--- src/rtl/wb_arbiter.sv ---
// Writeback arbiter: merges ALU and LSU results onto the single register-file write port
// and tracks pending writes. Define WB_BYPASS_EN to expose the write stage as a bypass.
module wb_arbiter #(
  parameter int unsigned STARVE_LIMIT = 4
) (
  input  logic        clk,
  input  logic        rst,
  input  logic        alu_valid,
  output logic        alu_ready,
  input  logic [4:0]  alu_rd,
  input  logic [31:0] alu_data,
  input  logic        lsu_valid,
  output logic        lsu_ready,
  input  logic [4:0]  lsu_rd,
  input  logic [31:0] lsu_data,
  input  logic        issue_valid,
  input  logic [4:0]  issue_rd,
  input  logic [4:0]  rs1_addr,
  input  logic [4:0]  rs2_addr,
  output logic        rs1_busy,
  output logic        rs2_busy,
  output logic        we,
  output logic [4:0]  rd_addr,
  output logic [31:0] rd_din
`ifdef WB_BYPASS_EN
  ,
  output logic        byp_valid,
  output logic [4:0]  byp_rd,
  output logic [31:0] byp_data
`endif
);

  localparam logic [3:0] LIMIT = 4'(STARVE_LIMIT);

  logic [3:0]  starve, starve_nxt;
  logic        force_alu;
  logic        grant;
  logic [4:0]  win_rd;
  logic [31:0] win_data;
  logic [31:0] busy_q, busy_nxt;

  assign force_alu = (starve >= LIMIT);
  assign lsu_ready = lsu_valid & ~force_alu;
  assign alu_ready = alu_valid & (~lsu_valid | force_alu);
  assign grant     = alu_ready | lsu_ready;
  assign win_rd    = alu_ready ? alu_rd   : lsu_rd;
  assign win_data  = alu_ready ? alu_data : lsu_data;

  always_comb begin
    starve_nxt = starve;
    if (!alu_valid || alu_ready)
      starve_nxt = '0;
    else if (starve != 4'hF)
      starve_nxt = starve + 4'd1;
  end

  always_ff @(posedge clk) begin
    if (rst) starve <= '0;
    else     starve <= starve_nxt;
  end

  // Writes to x0 are accepted but never reach the register file; address/data hold.
  always_ff @(posedge clk) begin
    if (rst) begin
      we      <= 1'b0;
      rd_addr <= '0;
      rd_din  <= '0;
    end else begin
      we <= grant && (win_rd != '0);
      if (grant && (win_rd != '0)) begin
        rd_addr <= win_rd;
        rd_din  <= win_data;
      end
    end
  end

  // Set is applied after clear so a newer producer issuing on the commit edge keeps the bit.
  always_comb begin
    busy_nxt = busy_q;
    if (we)
      busy_nxt[rd_addr] = 1'b0;
    if (issue_valid && (issue_rd != '0))
      busy_nxt[issue_rd] = 1'b1;
    busy_nxt[0] = 1'b0;
  end

  always_ff @(posedge clk) begin
    if (rst) busy_q <= '0;
    else     busy_q <= busy_nxt;
  end

`ifdef WB_BYPASS_EN
  assign byp_valid = we;
  assign byp_rd    = rd_addr;
  assign byp_data  = rd_din;
  assign rs1_busy  = busy_q[rs1_addr] & ~(we && (rd_addr == rs1_addr));
  assign rs2_busy  = busy_q[rs2_addr] & ~(we && (rd_addr == rs2_addr));
`else
  assign rs1_busy  = busy_q[rs1_addr];
  assign rs2_busy  = busy_q[rs2_addr];
`endif

endmodule

--- config.mk ---
export PLATFORM = sky130hd
export DESIGN_NAME = wb_arbiter
export DESIGN_NICKNAME = d
export VERILOG_FILES = /design/src/rtl/wb_arbiter.sv
export SDC_FILE = /design/constraint.sdc
export NUM_CORES = 1
export LEC_CHECK = 0
export BUFFER_PORTS_ARGS = -buffer_cell sky130_fd_sc_hd__clkbuf_2
export CAP_MARGIN = 20
export CORE_UTILIZATION = 50
export DETAILED_ROUTE_END_ITERATION = 12
export GPL_ROUTABILITY_DRIVEN = 0
export PLACE_DENSITY = 0.79
export SLEW_MARGIN = 20
export SYNTH_ARGS = -nofsm -noshare
export SYNTH_HDL_FRONTEND = slang
export SYNTH_SLANG_ARGS = --single-unit
--- constraint.sdc ---
create_clock -name clk -period 4.88 [get_ports clk]
set_clock_uncertainty 0.15 [all_clocks]
set_input_delay 0.976 -clock clk [delete_from_list [all_inputs] [get_ports clk]]
set_output_delay 0.976 -clock clk [all_outputs]
set_load 0.005 [all_outputs]
==> results.py <==
metrics = {
    "yosys": {
        "async_flop_share_pct": 0,
        "ys_seq_area_share_pct": 36.35,
        "synthFlopType": "dfxtp_1",
        "yosys_warnings": 0,
        "yosysUniqueCellTypes": 45,
        "synth-seq-cells": 73,
        "syn-num-nets": 504,
        "avgSynthCellArea_sq_um": 9.829,
        "syn_area_sq_um": 4020,
        "synth-edff-count": 0,
        "synthCells": 409,
    },
    "worst_setup_path": {
        "arrival_ns": 2.35,
        "r2r_end": "rd_din[31]",
        "r2r_setup_slack_ns": 2.47,
        "crit_type": "in -> out",
        "crit_required_ns": 3.75,
        "cp_max_fo": 33,
        "cp-end-kind": "output port",
        "reg2reg_depth": 4,
        "r2r-start": "starve[2]",
        "start_kind": "primary input",
    },
    "final_layout": {
        "nFillCells": 664,
        "final_nets": 624,
        "design_area_sq_um": 4863,
        "diodes": 0,
        "area_growth_pct": 20.98,
        "final_cells": 636,
        "drive_gt1_share_pct": 39.33,
        "multi_input_area_sq_um": 2342,
        "ff_latch_area_sq_um": 1461,
    },
    "clock_network": {
        "cts_hold_buf": 0,
        "clk_latency_ns": 0.34,
        "clockBufferDepth": 2,
        "cts-htree-levels": 3,
        "postCtsSetupBuffers": 0,
        "cts_sinks": 73,
        "clk_pin_slew_ns": 0.08,
        "numCtsBuffers": 9,
        "cts_tree": "yes",
        "cts_resized": 0,
        "cts-root-buf": "clkbuf_8",
    },
    "sta": {
        "slew_headroom_pct": 28.72,
        "finalHoldWorstSlack_ns": 0.3104,
        "period_minus_slack_ns": 3.478,
        "hold_viol": 0,
        "max_freq_ghz": 0.2875,
        "tns_ns": 0,
        "tightest_slew_ns": 1.067,
        "setup-violations-final": 0,
        "rsz0062_at_grt": "false",
        "slew_violations": 0,
        "finalCritPeriodShare_pct": 71.27,
    },
    "global_routing": {
        "grt_pass1_wl_um": 16310,
        "grt_use_total_pct": 24.48,
        "antenna_found_initial": 0,
        "overflow": 0,
        "grt_max_degree": 54,
        "grt_pass1_vias": 3584,
    },
    "die": {
        "die_y_um": 91.67,
        "pin_count": 136,
        "start_util_pct": 51.76,
        "rows": 32,
        "fp.coreArea_sq_um": 7767,
        "die_area_sq_um": 8402,
        "die_w_um": 91.67,
    },
    "route": {
        "wire_per_inst_um": 16.14,
        "antenna_left": 0,
        "vias": 3629,
        "first_iter_violations": 245,
        "routed_wl_um": 10260,
        "dr_wl_met3_um": 974,
        "top_layer": "met4",
        "wl_met1_um": 3883,
        "post-route-drc-count": 0,
        "first_pass_iters": 5,
        "avgViaCountPerCell": 5.706,
        "wl_met2_um": 5241,
    },
    "power_and_ir_drop": {
        "p_leak_uw": 0.002053,
        "power_density_nw_per_um2": 290.3,
        "vdd_drop_max_uv": 186.7,
    },
    "placed_design": {
        "portBuffers": 135,
        "post_dp_cell_area_sq_um": 4637,
        "dp.cells": 620,
        "dpl.hpwl_um": 7693,
    },
    "min_path": {
        "hp-start": "starve[0]",
        "holdPathStages": 1,
        "hold_path_class": "reg -> reg",
        "worstHoldEndpoint": "starve[0]",
    },
    "flow_run": {
        "cap_violations": 0,
    },
    "run_status": {
        "outcome": "completed",
    },
}
-- cells in the final DEF, fill, tap and decap left out, types with 3 or more instances in the layout --
cell type	Yosys	final
dfxtp_1	73	73
o22ai_2	30	30
nand2_1	43	43
nand3_1	7	7
and3_1	4	4
mux2i_1	37	37
clkbuf_2	1	135
o21ai_1	7	7
a21o_1	4	4
clkbuf_8	0	10
a21oi_1	36	36
nand3b_1	6	6
nor2_1	10	10
o21ai_0	31	31
mux4_2	14	14
and3b_1	3	3
nand2b_1	38	38
nor3b_1	7	7
or3b_2	3	3
-- registers in the layout (all words and copies together) (netlist names) --
| name | count |
|---|---|
| rd_addr | 5 |
| busy_q | 31 |
| rd_din | 32 |
| we | 1 |
| starve | 4 |
-- worst max-delay path, stage by stage --
cell and delay, ns:
clkbuf_2 0.07, or3b_1 0.57, nand2_4 0.51, inv_1 0.08
clkbuf_2 0.13
-- routing by layer --
layer	global-route usage, %	vias to the layer above
met5	0	-
met3	5.721	18
met2	43.55	186
met4	8.466	0
li1	-	1725
met1	28.76	1700
-- power by group --
part / leakage [uW] / switching, uW / internal (uW) / total [uW]
Sequential: 0.000597 / 22.7 / 625 / 648
Combinational: 0.00135 / 124 / 113 / 237
Clock: 0.000109 / 225 / 303 / 528
-- kinds of logic after synthesis --
family	Yosys count	synth area share (%)
mux	53	17.62
simple gates	129	18.05
compound gates	119	21.97
fa+ha+maj	1	0.3112
buf+inv	32	5.384
other cells	1	0.09328
flops	73	36.35
xor+xnor	1	0.2179
-- cell usage after synthesis, types with 2 or more instances --
cell	n	area (sq um)
nand2_1	43	161.4
o22ai_1	2	12.51
mux4_2	14	315.3
buf_12	3	60.06
o22ai_2	30	375.4
dfxtp_1	73	1461
o21ai_0	31	155.2
buf_2	4	20.02
and3_1	4	25.02
nand3b_1	6	45.04
and3b_1	3	26.28
o32ai_1	2	17.52
clkbuf_1	12	45.04
or4_4	2	22.52
mux2i_1	37	370.4
or3b_2	3	26.28
buf_6	4	45.04
a31oi_1	2	12.51
nor2_1	10	37.54
buf_4	2	15.01
o211ai_1	2	15.01
nor3b_1	7	52.55
o21ai_1	7	35.03
mux2_2	2	22.52
inv_1	2	7.510
a21o_1	4	30.03
or3b_1	2	17.52
nand2b_1	38	237.7
a21oi_1	36	180.2
nand3_1	7	35.03
-- per-stage QoR --
step	utilization [%]	setup slack, ns	power, uW
2_1_floorplan	-	1.624	810.0
3_3_place_gp	59.70	1.430	888.3
3_5_place_dp	59.70	1.391	897.3
4_1_cts	62.61	1.383	1421
5_1_grt	62.61	1.269	1471
6_report	62.61	1.402	1412
-- worst max-delay path by stage --
stage           startpoint   endpoint  slack [ns]  cells past startpoint
6_report         lsu_valid  alu_ready        1.40                      5
5_1_grt          lsu_valid  alu_ready        1.27                      5
4_1_cts          lsu_valid  alu_ready        1.38                      5
3_5_place_dp     lsu_valid  alu_ready        1.39                      5
3_3_place_gp     lsu_valid  alu_ready        1.43                      5
2_1_floorplan  rs1_addr[0]   rs1_busy        1.62                      5
-- layout make-up --
class	instances	area share [%]
tap	102	2.624
inverter	4	0.3087
timing repair buffer	137	14.20
sequential	73	30.05
clock inverter	6	1.827
multi-input combinational	304	48.16
clock buffer	10	2.830
Note: power is estimated with default switching activity, not from simulation.
